==> src/rtl/seven_seg_scan_driver.sv <==
`default_nettype none
// ============================================================================
// Module   : seven_seg_scan_driver
// Brief    : 8-digit multiplexed 7-segment driver, hex or decimal (double dabble).
// Revision : 1.0
// ============================================================================
module seven_seg_scan_driver #(
    parameter int SCAN_DIV = 100_000
) (
    input  logic        clk,
    input  logic        reset,
    input  logic [15:0] value,
    input  logic [2:0]  status,
    input  logic        dec_mode,
    input  logic        blank_lz,
    output logic [7:0]  anodes,
    output logic [6:0]  segments,
    output logic        dp,
    output logic        busy
);

    localparam int CNT_W = (SCAN_DIV > 2) ? $clog2(SCAN_DIV) : 1;
    localparam logic [CNT_W-1:0] c_CNT_LAST = CNT_W'(SCAN_DIV - 1);
    localparam logic [6:0] c_BLANK = 7'h7F;

    typedef enum logic [1:0] {
        ST_IDLE  = 2'd0,
        ST_SHIFT = 2'd1,
        ST_DONE  = 2'd2
    } state_t;

    logic [CNT_W-1:0] r_scan_cnt;
    logic [2:0]       r_digit;
    logic [7:0]       r_anodes;
    logic [6:0]       r_segments;
    logic             r_dp;

    state_t           r_state;
    logic [15:0]      r_shadow;
    logic             r_shadow_vld;
    logic [35:0]      r_shift;
    logic [3:0]       r_iter;
    logic [19:0]      r_bcd;
    logic             r_busy;

    logic [19:0]      w_adj;
    logic [3:0]       w_vals [8];
    logic [7:0]       w_valid;
    logic [7:0]       w_zero_up;
    logic [6:0]       w_seg;

    function automatic logic [6:0] f_font(input logic [3:0] n);
        case (n)
            4'h0: f_font = 7'h40;  4'h1: f_font = 7'h79;
            4'h2: f_font = 7'h24;  4'h3: f_font = 7'h30;
            4'h4: f_font = 7'h19;  4'h5: f_font = 7'h12;
            4'h6: f_font = 7'h02;  4'h7: f_font = 7'h78;
            4'h8: f_font = 7'h00;  4'h9: f_font = 7'h10;
            4'hA: f_font = 7'h08;  4'hB: f_font = 7'h03;
            4'hC: f_font = 7'h46;  4'hD: f_font = 7'h21;
            4'hE: f_font = 7'h06;  default: f_font = 7'h0E;
        endcase
    endfunction

    // Double-dabble correction applied to every BCD nibble before each shift
    for (genvar g = 0; g < 5; g++) begin : g_adj
        assign w_adj[4*g +: 4] = (r_shift[16+4*g +: 4] >= 4'd5) ?
                                 r_shift[16+4*g +: 4] + 4'd3 : r_shift[16+4*g +: 4];
    end

    always_comb begin : comb_digit
        logic v_run;
        for (int k = 0; k < 8; k++) begin
            w_vals[k] = 4'h0;
        end
        if (dec_mode) begin
            w_valid = 8'h1F;
            for (int k = 0; k < 5; k++) begin
                w_vals[k] = r_bcd[4*k +: 4];
            end
        end else begin
            w_valid = 8'h0F;
            for (int k = 0; k < 4; k++) begin
                w_vals[k] = value[4*k +: 4];
            end
        end
        // w_zero_up[k]: this digit and every higher one are zero
        v_run = 1'b1;
        for (int k = 7; k >= 0; k--) begin
            v_run        = v_run && (w_vals[k] == 4'h0);
            w_zero_up[k] = v_run;
        end
        w_seg = c_BLANK;
        if (r_digit == 3'd7) begin
            w_seg = f_font({1'b0, status});
        end else if (w_valid[r_digit]) begin
            if (blank_lz && (r_digit != 3'd0) && w_zero_up[r_digit]) begin
                w_seg = c_BLANK;
            end else begin
                w_seg = f_font(w_vals[r_digit]);
            end
        end
    end

    always_ff @(posedge clk or posedge reset) begin
        if (reset) begin
            r_scan_cnt <= '0;
            r_digit    <= 3'd0;
            r_anodes   <= 8'hFF;
            r_segments <= c_BLANK;
            r_dp       <= 1'b1;
        end else begin
            if (r_scan_cnt == c_CNT_LAST) begin
                r_scan_cnt <= '0;
                r_digit    <= r_digit + 3'd1;
            end else begin
                r_scan_cnt <= r_scan_cnt + 1'b1;
            end
            r_anodes   <= ~(8'b1 << r_digit);
            r_segments <= w_seg;
            r_dp       <= 1'b1;
        end
    end

    always_ff @(posedge clk or posedge reset) begin
        if (reset) begin
            r_state      <= ST_IDLE;
            r_shadow     <= 16'h0;
            r_shadow_vld <= 1'b0;
            r_shift      <= 36'h0;
            r_iter       <= 4'd0;
            r_bcd        <= 20'h0;
            r_busy       <= 1'b0;
        end else begin
            case (r_state)
                ST_IDLE: begin
                    if (!r_shadow_vld || (value != r_shadow)) begin
                        r_shadow     <= value;
                        r_shadow_vld <= 1'b1;
                        r_shift      <= {20'h0, value};
                        r_iter       <= 4'd0;
                        r_busy       <= 1'b1;
                        r_state      <= ST_SHIFT;
                    end
                end
                ST_SHIFT: begin
                    r_shift <= {w_adj[18:0], r_shift[15:0], 1'b0};
                    r_iter  <= r_iter + 4'd1;
                    if (r_iter == 4'd15) begin
                        r_state <= ST_DONE;
                    end
                end
                ST_DONE: begin
                    r_bcd   <= r_shift[35:16];
                    r_busy  <= 1'b0;
                    r_state <= ST_IDLE;
                end
                default: r_state <= ST_IDLE;
            endcase
        end
    end

    assign anodes   = r_anodes;
    assign segments = r_segments;
    assign dp       = r_dp;
    assign busy     = r_busy;

endmodule
`default_nettype wire
==> config.mk <==
export PLATFORM = sky130hd
export DESIGN_NAME = seven_seg_scan_driver
export DESIGN_NICKNAME = d
export VERILOG_FILES = /design/src/rtl/seven_seg_scan_driver.sv
export SDC_FILE = /design/constraint.sdc
export NUM_CORES = 1
export LEC_CHECK = 0
export CORE_MARGIN = 10
export CORE_UTILIZATION = 40
export CTS_CLUSTER_DIAMETER = 80
export CTS_CLUSTER_SIZE = 24
export DETAILED_ROUTE_END_ITERATION = 10
export SYNTH_ARGS = -nofsm -noshare
export SYNTH_HDL_FRONTEND = slang
export SYNTH_SLANG_ARGS = --single-unit
==> constraint.sdc <==
create_clock -name clk -period 10.9 [get_ports clk]
set_clock_uncertainty 0.2 [all_clocks]
set_input_delay 2.18 -clock clk [delete_from_list [all_inputs] [get_ports clk]]
set_output_delay 2.18 -clock clk [all_outputs]
set_load 0.05 [all_outputs]
==> After elaboration in Yosys (flattened, before gate mapping) <==
Memories as Yosys holds them, arrays and structs flattened.
Index checks and enable logic that the tools add are counted.
{ "totals": {"reg_bits": 115, "latchBits": 0, "mem_bits_rw": 0, "rom_bits": 168, "elab_cells": 88, "memories": 2} }
{ "op_classes": {"add_sub_neg": 8, "multipliers": 0, "div": 0, "order_cmp": 7, "n_eq_ne": 8, "shifts": 1, "mux": 28, "bitwise_logic": 2, "n_reduce_logical": 21} }
{ "mem_list": {"columns": ["memory", "words", "width", "read_ports", "rd_clocked_by_memory_dff", "wr", "line_no", "rtl"], "rows": [
  ["(name not given)", 16, 7, 1, 0, 0, "53", "case (n)"],
  ["(name not given)", 8, 7, 1, 0, 0, "53", null]
]} }
{ "op_table": {"columns": ["operator", "count"], "rows": [
  ["36-bit one-hot mux with 2 select lines", 1],
  ["36-bit two-way mux", 1],
  ["4-bit two-way mux", 8],
  ["7-bit two-way mux", 3],
  ["4-bit by 3-bit >= comparator with 1-bit output, second input constant", 5],
  ["4-bit logical NOT", 5],
  ["17-bit by 1-bit adder with 17-bit output, second input constant", 1],
  ["17-bit == test, second input constant", 1],
  ["17-bit two-way mux", 1],
  ["4-bit by 2-bit adder with 4-bit output, second input constant", 4],
  ["16-bit two-way mux", 1],
  ["16-bit != test", 1],
  ["4-bit binary-select mux with 3-bit select", 1],
  ["8-bit NOT", 1],
  ["4-bit one-hot mux with 2 select lines", 1],
  ["2-bit AND reduction", 4],
  ["1-bit by 3-bit left shift with 8-bit output, first input constant", 1],
  ["1-bit binary-select mux with 3-bit select", 2],
  ["1-bit logical AND", 6],
  ["5-bit two-way mux", 1],
  ["4-bit by 1-bit adder with 4-bit output, second input constant", 1],
  ["4-bit == test, second input constant", 1],
  ["4-bit >= comparator, second input constant", 1],
  ["3-bit by 4-bit less-than comparator with 1-bit output, second input constant", 1],
  ["other kinds (17)", 22]
]} }

==> Longest topological paths before layout <==
Gate-level depths: netlist (run 1).
{ "logic_depth": {"depth_word": 12, "ltp_mapped": 11} }

==> Least setup slack after synthesis (run 1) <==
No wires, ideal clock.
{ "synth_timing": {"path_kind": "input to register", "startpoint": "in dec_mode", "endpoint": "reg r_segments[4], in the netlist segments[4]", "setup_time_ns": 0.090, "arrival_time_ns": 4.196, "path_slack_ns": 6.414, "path_stages": 11, "path_buffers": 3, "cell_sequence": "buf_4 buf_6 buf_2 mux4_2 mux2i_1 o21ai_0 inv_1 ha_1 mux2_2 mux2i_1 a22oi_1"} }
{ "synth_via": {"elab_chain_len": 12, "word_cells_on_any_way": 24, "cone_classes": "13 x mux; 10 x reduce/logical; 1 x memory"} }
{ "synth_rtl": {"columns": ["element", "line_no", "rtl"], "rows": [
  ["start, declared", "14", "input logic dec_mode,"],
  ["parallel branches: the longest is 10 deep, another holds memory 16 x 7 bit", null, null],
  ["7-bit two-way mux *", "96", "end else if (w_valid[r_digit]) begin"],
  ["7-bit two-way mux *", "94", "if (r_digit == 3'd7) begin"],
  ["via w_seg[4]", "50", "logic [6:0] w_seg;"],
  ["end signal, assigned", "110", "r_segments <= c_BLANK;"],
  ["end signal, assigned", "120", "r_segments <= w_seg;"],
  ["end, declared", "35", "logic [6:0] r_segments;"]
]} }
Mark *: on every way through the listed nets, which the timed path passes. The select of a mux whose other input is x is not followed.
A chain may end at the register's enable or synchronous reset.

==> Final worst setup path (run 1) <==
{ "layout_timing": {"startpoint": "in dec_mode", "endpoint": "reg r_segments[5], in the netlist segments[5]"} }
Same word-level chain as after synthesis.

==> key figures, run 1 <==
STA
  • Fin crit share: 47.0%
  • RSZ-0062 raised after global routing: false
  • Final hold vios: 0
  • Min cycle time layout: 5.12 ns
  • Setup TNS: 0 ns
  • Final setup fails: 0
  • Worst-Margin Slew: 1.04 ns
  • Fmax: 0.195 GHz
  • Slew Viols, Final: 0
  • Slew margin rel.: 30.7%

Yosys
  • Post-synth top area share: 42.3%
  • Seq/Total Area, Yosys: 49.0%
  • Area leader, netlist: dfrtp_1
  • Synth unique cells: 51
  • Area contributors post-synth: dfrtp_1 42%, dfstp_2 6.7%, nand2_1 6.3%
  • Syn Nets: 627
  • Number of synthesized flops with an enable pin: 0
  • Synthesized instance count: 576
  • Async S/R FF share, synth: 100%
  • Mapped cell area: 5910 um^2
  • Most used DFF post-synth: dfrtp_1
  • Synth warnings: 0
  • Syn Area/Cell: 10.3 um^2
  • Yosys reg bits: 115

Worst setup path
  • Startpoint types: input pin
  • CP Capture Type: flop
  • Reg-to-Reg End: r_digit[2]$_DFFE_PP0N_
  • WS Path Type: in -> reg
  • Worst r2r src: r_scan_cnt[13]$_DFF_PP0_
  • Worst R2R Setup Slack: 8.24 ns
  • Worst Path Max Fanout: 23
  • Worst r2r path cells: 6
  • Critical Path RT: 11.02 ns
  • CP arrival: 5.24 ns

Final layout
  • Final std cells w/o fill: 812
  • Commonest cells after routing, fill and taps aside: 100 x nand2_1, 100 x dfrtp_1, 38 x inv_1, 38 x clkdlybuf4s50_1, 30 x nor2_1
  • P&R area growth vs syn: 19.6%
  • Footprint of the multi-input gates: 2740 um^2
  • Final core occ: 48.7%
  • Reg area: 2900 um^2
  • N_diodes: 0
  • Layout cells sized above 1: 14.5%
  • Nets: 667
  • Filler cell count: 1,353

Place
  • Port bufs: 38
  • Placed cell count: 781
  • GPL Wtd Cong: 0.865
  • HPWL Detailed: 9.32 mm

Routing
  • Antenna viol nets, final: 0
  • DR vias: 4,346
  • Pre-antenna DRT Iters: 5
  • Remaining DRCs: 0
  • Initial DRC count: 332
  • Routed len/inst: 16.1 um
  • Vias per cell: 5.35
  • Final WL: 13.1 mm

Power and ir drop
  • PwrDens: 257 nW/um^2
  • Maximum resistive drop on vdd: 0.118 mV
  • Leakage power: 3.26 nW

GRT
  • Number of global-route vias before repair: 4,289
  • Initial antenna violation count: 0
  • Pin count of the biggest net entering global routing: 71
  • Total global-route track usage: 13.5%
  • First-pass GRT wire length: 22.0 mm
  • Grt ovf: 0

CTS
  • Post-CTS Setup Inserts: 0
  • Num Clock Sinks: 115
  • H-tree levels: 4
  • Num CTS Buffers: 17
  • Post-CTS resize count: 0
  • CTS root buf: clkbuf_16
  • Worst-Skew Late Latency: 0.41 ns
  • Worst-path clk slew: 0.05 ns
  • Hold buffers post-CTS: 0
  • CTS tree: built
  • Clk buf depth: 2

Floorplan
  • Die W: 142 um
  • IO Count: 40
  • Die area: 20,000 um^2
  • DIE HEIGHT: 142 um
  • Initial core utilization: 40.7%
  • # rows: 44
  • Core Area: 14,500 um^2

Status
  • Outcome: complete, no violations

Hold path
  • Hold Crit Start: r_shadow_vld$_DFFE_PP0P_
  • Hold Path Cell Cnt: 1
  • Worst Hold End: r_shadow_vld$_DFFE_PP0P_
  • Min-delay worst type: reg -> reg

Job
  • MaxCap Viol Count: 0
[synthesized netlist by cell type (all sizes together) (3+ instances only)]
cell type / count
a21oi: 20
a222oi: 15
and3: 4
buf: 16
clkbuf: 8
dfrtp: 100
dfstp: 15
ha: 28
inv: 39
mux2: 24
mux2i: 14
mux4: 5
nand2: 100
nand2b: 6
nand3: 19
nand4: 5
nor2: 30
nor3: 7
nor3b: 3
nor4: 9
o21ai: 37
o31ai: 3
o41ai: 3
xnor2: 16
xor2: 24
[critical path, stage by stage]
cell	delay, ns
clkdlybuf4s50_1	1.15
nor3b_1	0.55
nand3_1	0.12
o21ai_0	0.25
inv_1	0.17
ha_1	0.28
mux2_2	0.28
a21oi_1	0.16
a21oi_1	0.08
[registers in the layout (all words and copies together), names as in the netlist]
signal and count:
busy 1, r_shift 36, segments 7, r_shadow 16
r_bcd 20, r_iter 4, r_state 2, anodes 8
r_scan_cnt 17, r_shadow_vld 1, r_digit 3
[worst max-delay path by stage]
stage / from / to / cells after the start
after floorplan: reset / busy$_DFFE_PP0P_ / 1
after global placement: dec_mode / segments[5]$_DFF_PP1_ / 9
after detailed placement: dec_mode / segments[4]$_DFF_PP1_ / 9
after CTS: dec_mode / segments[5]$_DFF_PP1_ / 9
after global routing: dec_mode / segments[5]$_DFF_PP1_ / 9
final: dec_mode / segments[5]$_DFF_PP1_ / 9
[metal layers]
| metal | vias to the layer above | share of wire, % | track usage [%] |
|---|---|---|---|
| met5 | - | 0 | 0 |
| met4 | 0 | 1.0 | 4.95 |
| met3 | 10 | 5.3 | 4.11 |
| met2 | 94 | 46 | 20.1 |
| met1 | 2162 | 48 | 18.1 |
| li1 | 2080 | - | - |
[final cells by class]
class / count / area share (%)
clock inverter: 10 / 2.19
sequential: 115 / 41.0
clock buffer: 21 / 6.65
timing repair buffer: 45 / 6.12
tap: 184 / 3.25
multi-input combinational: 398 / 38.7
inverter: 39 / 2.11
[report_power, final]
group | internal, mW | switching [mW] | total [mW]
clock | 0.397 | 0.190 | 0.588
combinational | 0.234 | 0.307 | 0.541
sequential | 0.575 | 0.115 | 0.690
[through the flow]
step,power (mW),area (um^2),setup slack (ns),hold WS (ns)
2_1_floorplan,1.08,5910,5.50,0.239
3_3_place_gp,1.21,6450,5.53,0.254
3_5_place_dp,1.24,6450,5.40,0.257
4_1_cts,1.83,7070,5.83,0.269
5_1_grt,1.94,7070,5.49,0.294
6_report,1.82,7070,5.78,0.266
[kinds of logic (layout without fill, tap and decap cells)]
kind of cell / after synthesis / after routing / synth area share [%]
AO/OA/AOI/OAI: 92 / 92 / 10.6
XOR/XNOR: 40 / 40 / 5.93
adder cells (fa/ha/maj): 28 / 28 / 5.93
buffers and inverters: 63 / 115 / 4.80
flip-flops: 115 / 115 / 49.0
multiplexers: 43 / 43 / 8.85
other: 1 / 1 / 0.0634
AND/OR/NAND/NOR: 194 / 194 / 14.8
Note: power is estimated with default switching activity, not from simulation.
==> run 2, diff against run 1 <==
clock period = 4.4 ns   (was 10.9 ns; I/O delays follow)
==> run 2 against run 1 <==
Register-to-register slack worse by 6.5 ns. Core utilization down 0.30 points. Sequential share of layout area up 0.26 points. Count of clock-buffer cells in the layout up 7. Largest cell class unchanged.
==> key figures, run 2 (synthesis gave the netlist of run 1 again) <==
Final layout
  • P&R area growth vs syn: 18.9%
  • Largest register FFs: 36 (unchanged)
  • Commonest cells after routing, fill and taps aside: 100 x nand2_1, 100 x dfrtp_1, 38 x inv_1, 38 x clkdlybuf4s50_1, 30 x nor2_1
  • Nets: 669 (+0.30%)
  • N_diodes: 0 (unchanged)
  • Layout cells sized above 1: 13.9% (-0.54 points)
  • Final core occ: 48.4% (-0.30 points)
  • Reg with most FFs: r_shift
  • Biggest regs: r_shift: 36 flops, r_bcd: 20 flops, r_scan_cnt: 17 flops

CTS
  • Post-CTS resize count: 0 (unchanged)
  • Clk buf depth: 2 (unchanged)
  • CTS root buf: clkbuf_16
  • CTS tree: built
  • Num CTS Buffers: 17 (unchanged)
  • Worst-path clk slew: 0.05 ns (about the same)
  • Post-CTS Setup Inserts: 0 (unchanged)
  • Worst-Skew Late Latency: 0.41 ns (about the same)
  • Hold buffers post-CTS: 0 (unchanged)
  • H-tree levels: 4 (unchanged)
  • Num Clock Sinks: 115 (unchanged)

Hold path
  • Worst Hold End: r_shadow_vld$_DFFE_PP0P_
  • Hold Path Cell Cnt: 1 (unchanged)
  • Min-delay worst type: reg -> reg
  • Hold Crit Start: r_shadow_vld$_DFFE_PP0P_

Worst setup path
  • CP arrival: 3.45 ns (-1.79 ns)
  • Critical Path RT: 4.51 ns (-6.51 ns)
  • Worst r2r src: r_scan_cnt[13]$_DFF_PP0_
  • Slowest-stage cell, CP: nor3b_1
  • CP peak stage delay: 0.49 ns (-0.66 ns)
  • CP Capture Type: flop
  • Startpoint types: input pin
  • WS Path Type: in -> reg
  • Reg-to-Reg End: r_digit[1]$_DFFE_PP0N_
  • Cell Chain, Critical Path: clkdlybuf4s50_1, buf_4, nor3b_1, nand3_1, o21ai_0, inv_1, ha_1, mux2_2, o22ai_1, a32oi_1
  • Worst Path Max Fanout: 23 (unchanged)
  • Worst R2R Setup Slack: 1.73 ns (-6.51 ns)
  • Worst r2r path cells: 6 (unchanged)

Floorplan
  • IO Count: 40 (unchanged)
  • Initial core utilization: 40.7% (unchanged)
  • Die W: 142 um (unchanged)
  • Core Area: 14,500 um^2 (unchanged)
  • # rows: 44 (unchanged)
  • Die area: 20,000 um^2 (unchanged)
  • DIE HEIGHT: 142 um (unchanged)

Job
  • MaxCap Viol Count: 0 (unchanged)

GRT
  • Number of global-route vias before repair: 4,485 (+4.6%)
  • Total global-route track usage: 13.7% (+0.18 points)
  • Grt ovf: 0 (unchanged)
  • First-pass GRT wire length: 22.5 mm (+2.1%)
  • Initial antenna violation count: 0 (unchanged)
  • Pin count of the biggest net entering global routing: 74 (+4.2%)

Power and ir drop
  • PwrDens: 617 nW/um^2 (+140%)
  • Maximum resistive drop on vdd: 0.328 mV (+180%)
  • Leakage power: 3.24 nW (-0.66%)

STA
  • Fin crit share: 75.9%
  • Slew Viols, Final: 0 (unchanged)
  • Fmax: 0.299 GHz
  • Final setup fails: 0 (unchanged)
  • RSZ-0062 raised after global routing: false
  • Final hold vios: 0 (unchanged)
  • Min cycle time layout: 3.34 ns
  • Setup TNS: 0 ns (unchanged)
  • Worst-Margin Slew: 0.964 ns (-0.0727 ns)
  • Slew margin rel.: 35.6% (+4.9 points)

Status
  • Outcome: complete, no violations

Routing
  • Pre-antenna DRT Iters: 5 (unchanged)
  • Vias per cell: 5.37 (+0.32%)
  • Antenna viol nets, final: 0 (unchanged)
  • Remaining DRCs: 0 (unchanged)
  • Initial DRC count: 352 (+6.0%)
  • Routed len/inst: 16.1 um (-0.57%)
  • DR vias: 4,376 (+0.69%)
  • Final WL: 13.1 mm (-0.20%)

Place
  • Port bufs: 38 (unchanged)
  • GPL Wtd Cong: 0.854 (-1.2%)
  • HPWL Detailed: 9.26 mm (-0.58%)
-- run 2: critical path, delay by kind of cell --
family	cells	cell delay, ns
AO/OA/AOI/OAI	3	0.49
adder cells (fa/ha/maj)	1	0.27
buffers and inverters	3	0.92
multiplexers	1	0.28
AND/OR/NAND/NOR	2	0.61
-- run 2: stage by stage --
step           instance area (um^2)  total power [mW]  instances  hold slack, ns  worst slack (ns)
2_1_floorplan                  5910              2.69        576           0.239             0.301
3_3_place_gp                   6470              3.01        783           0.254             0.762
3_5_place_dp                   6470              3.07        783           0.259             0.669
4_1_cts                        7030              4.39        815           0.270              1.09
5_1_grt                        7030              4.65        815           0.284             0.772
6_report                       7030              4.34        815           0.269              1.06
-- run 2: layout make-up --
class                      instances  area, um^2
fill                            1355        7500
sequential                       115        2900
multi-input combinational        398        2740
clock buffer                      28         507
timing repair buffer              47         460
tap                              184         230
inverter                          39         149
clock inverter                     4        47.5
-- run 2: worst max-delay path by stage --
stage / from / to / slack [ns]
after CTS: dec_mode / segments[3]$_DFF_PP1_ / 1.09
after global placement: dec_mode / segments[5]$_DFF_PP1_ / 0.76
after detailed placement: dec_mode / segments[3]$_DFF_PP1_ / 0.67
after global routing: dec_mode / segments[3]$_DFF_PP1_ / 0.77
final: dec_mode / segments[3]$_DFF_PP1_ / 1.06
after floorplan: reset / busy$_DFFE_PP0P_ / 0.30
-- run 2: metal layers --
metal  GRT usage [%]  wire length, um  part of all wire (%)
met4            3.77              102                  0.78
met1            18.4             6140                    47
met3            4.54              835                   6.4
met5               0                0                     0
met2            20.6             6010                    46
-- run 2: report_power, final --
part / leakage (nW) / internal, mW / total, mW / switching, mW
Clock: 0.269 / 0.834 / 1.28 / 0.446
Combinational: 1.54 / 0.586 / 1.35 / 0.769
Sequential: 1.43 / 1.43 / 1.70 / 0.277
==> run 3, diff against run 2 <==
clock period = 3.46 ns   (was 4.4 ns; I/O delays follow)
==> run 3 against run 2 <==
Sequential share of layout area decreased by 1.1 points. Largest power group unchanged. Non-clock buffer count increased by 14. Hold slack improved by 0.014 ns. Via count about the same.
==> key figures, run 3 (synthesis gave the netlist of run 1 again) <==
Status
  • Outcome: complete, no violations

Floorplan
  • IO Count: 40 (unchanged)
  • DIE HEIGHT: 142 um (unchanged)
  • Initial core utilization: 40.7% (unchanged)
  • Die W: 142 um (unchanged)
  • # rows: 44 (unchanged)
  • Die area: 20,000 um^2 (unchanged)
  • Core Area: 14,500 um^2 (unchanged)

Hold path
  • Hold Path Cell Cnt: 2 (+1)
  • Min-delay worst type: reg -> reg
  • Hold Crit Start: r_shift[3]$_DFFE_PP0P_

CTS
  • Num CTS Buffers: 17 (unchanged)
  • Post-CTS resize count: 0 (unchanged)
  • Worst-path clk slew: 0.05 ns (about the same)
  • CTS root buf: clkbuf_16
  • Post-CTS Setup Inserts: 0 (unchanged)
  • Hold buffers post-CTS: 0 (unchanged)
  • Worst-Skew Late Latency: 0.42 ns (about the same)
  • Num Clock Sinks: 115 (unchanged)
  • Clk buf depth: 2 (unchanged)
  • CTS tree: built
  • H-tree levels: 4 (unchanged)

GRT
  • First-pass GRT wire length: 22.7 mm (+0.86%)
  • Grt ovf: 0 (unchanged)
  • Pin count of the biggest net entering global routing: 49 (-34%)
  • Number of global-route vias before repair: 4,445 (-0.89%)
  • Total global-route track usage: 14.0% (+0.32 points)
  • Initial antenna violation count: 0 (unchanged)

Final layout
  • Commonest cells after routing, fill and taps aside: 100 x nand2_1, 100 x dfrtp_1, 38 x inv_1, 38 x clkdlybuf4s50_1, 30 x nor2_1
  • P&R area growth vs syn: 22.2%
  • Final core occ: 49.7% (+1.4 points)
  • Biggest regs: r_shift: 36 flops, r_bcd: 20 flops, r_scan_cnt: 17 flops
  • Non-Filler Cell Area, Final: 7230 um^2 (+2.8%)
  • Largest register FFs: 36 (unchanged)
  • N_diodes: 0 (unchanged)
  • Final std cells w/o fill: 828 (+1.6%)
  • Reg with most FFs: r_shift
  • Nets: 683 (+2.1%)
  • Layout cells sized above 1: 16.8% (+2.8 points)

Routing
  • Final WL: 13.4 mm (+2.7%)
  • Routed len/inst: 16.2 um (+1.1%)
  • Antenna viol nets, final: 0 (unchanged)
  • DR vias: 4,374 (-0.046%)
  • Vias per cell: 5.28 (-1.6%)
  • Initial DRC count: 322 (-8.5%)
  • Pre-antenna DRT Iters: 9 (+4)
  • Remaining DRCs: 0 (unchanged)

STA
  • Slew margin rel.: 49.5% (+14 points)
  • Slew Viols, Final: 0 (unchanged)
  • Worst-Margin Slew: 0.755 ns (-0.208 ns)
  • Setup TNS: 0 ns (unchanged)
  • Fmax: 0.334 GHz
  • Fin crit share: 86.5%
  • Min cycle time layout: 2.99 ns
  • Final hold vios: 0 (unchanged)
  • Final setup fails: 0 (unchanged)
  • RSZ-0062 raised after global routing: false

Worst setup path
  • Worst r2r src: r_scan_cnt[13]$_DFF_PP0_
  • WS Path Type: in -> reg
  • Worst R2R Setup Slack: 0.79 ns (-0.94 ns)
  • Worst Setup SP: dec_mode
  • Startpoint types: input pin
  • Worst r2r path cells: 6 (unchanged)
  • CP arrival: 3.13 ns (-0.32 ns)
  • CP Capture Type: flop
  • Critical Path RT: 3.60 ns (-0.91 ns)
  • Worst Path Max Fanout: 11 (-52%)

Power and ir drop
  • Maximum resistive drop on vdd: 0.387 mV (+18%)
  • Leakage power: 3.34 nW (+3.4%)
  • Total power: 5.73 mW (+32%)
  • PwrDens: 793 nW/um^2 (+29%)

Place
  • Cell Area, Placed: 6610 um^2 (+2.0%)
  • Port bufs: 38 (unchanged)
  • GPL Wtd Cong: 0.890 (+4.1%)
  • HPWL Detailed: 9.85 mm (+6.4%)
  • Placed cell count: 797 (+1.8%)

Job
  • MaxCap Viol Count: 0 (unchanged)
-- run 3: cell types whose count changed in the layout (fill, tap and decap cells not counted) --
cell        delta
buf_12         +2
clkbuf_1       -7
clkbuf_8       +1
inv_4          -1
clkinvlp_4     +1
clkinv_4       +1
clkinv_2       +2
buf_4         +12
bufinv_16      +2
-- run 3: final timing paths --
| check | endpoint |
|---|---|
| setup / recovery | segments[3]$_DFF_PP1_ |
| hold / removal | r_shift[4]$_DFFE_PP0P_ |
| setup reg to reg | r_digit[2]$_DFFE_PP0N_ |
| hold reg to reg | r_shift[4]$_DFFE_PP0P_ |
| max in group asynchronous | segments[0]$_DFF_PP1_ |
| min in group asynchronous | r_shift[2]$_DFFE_PP0P_ |
-- run 3: cell type report --
class	instances	area, um^2
fillers	1342	7310
flip-flops and latches	115	2900
multi-input cells	398	2740
repair buffers	61	591
clock buffers	22	494
well taps	184	230
inverters	39	150
clock inverters	9	126
-- run 3: per-stage QoR --
step                hold WS, ns  worst slack, ns
finish                    0.283            0.467
global route              0.298            0.299
CTS                       0.280            0.478
detailed placement        0.260           0.0423
global placement          0.256            0.107
floorplan                 0.239            0.462
-- run 3: per-layer routing --
layer | up-vias | wire length (um) | GRT usage, %
met3 | 15 | 668 | 4.54
met1 | 2148 | 6350 | 18.2
met4 | 0 | 148 | 4.46
li1 | 2107 | - | -
met5 | - | 0 | 0
met2 | 104 | 6280 | 21.6
-- run 3: power by group --
part / total, mW / internal [mW] / switching [mW]
clock: 1.81 / 1.22 / 0.594
combinational: 1.74 / 0.765 / 0.977
sequential: 2.18 / 1.81 / 0.364
-- run 3: critical path, cell delays in order --
cell and delay (ns):
clkdlybuf4s50_1 0.45, buf_4 0.19, mux4_2 0.52, mux2i_1 0.17, o21ai_0 0.22, inv_1 0.19, ha_1 0.26, o21ai_2 0.17
o22ai_1 0.09, a32oi_1 0.17
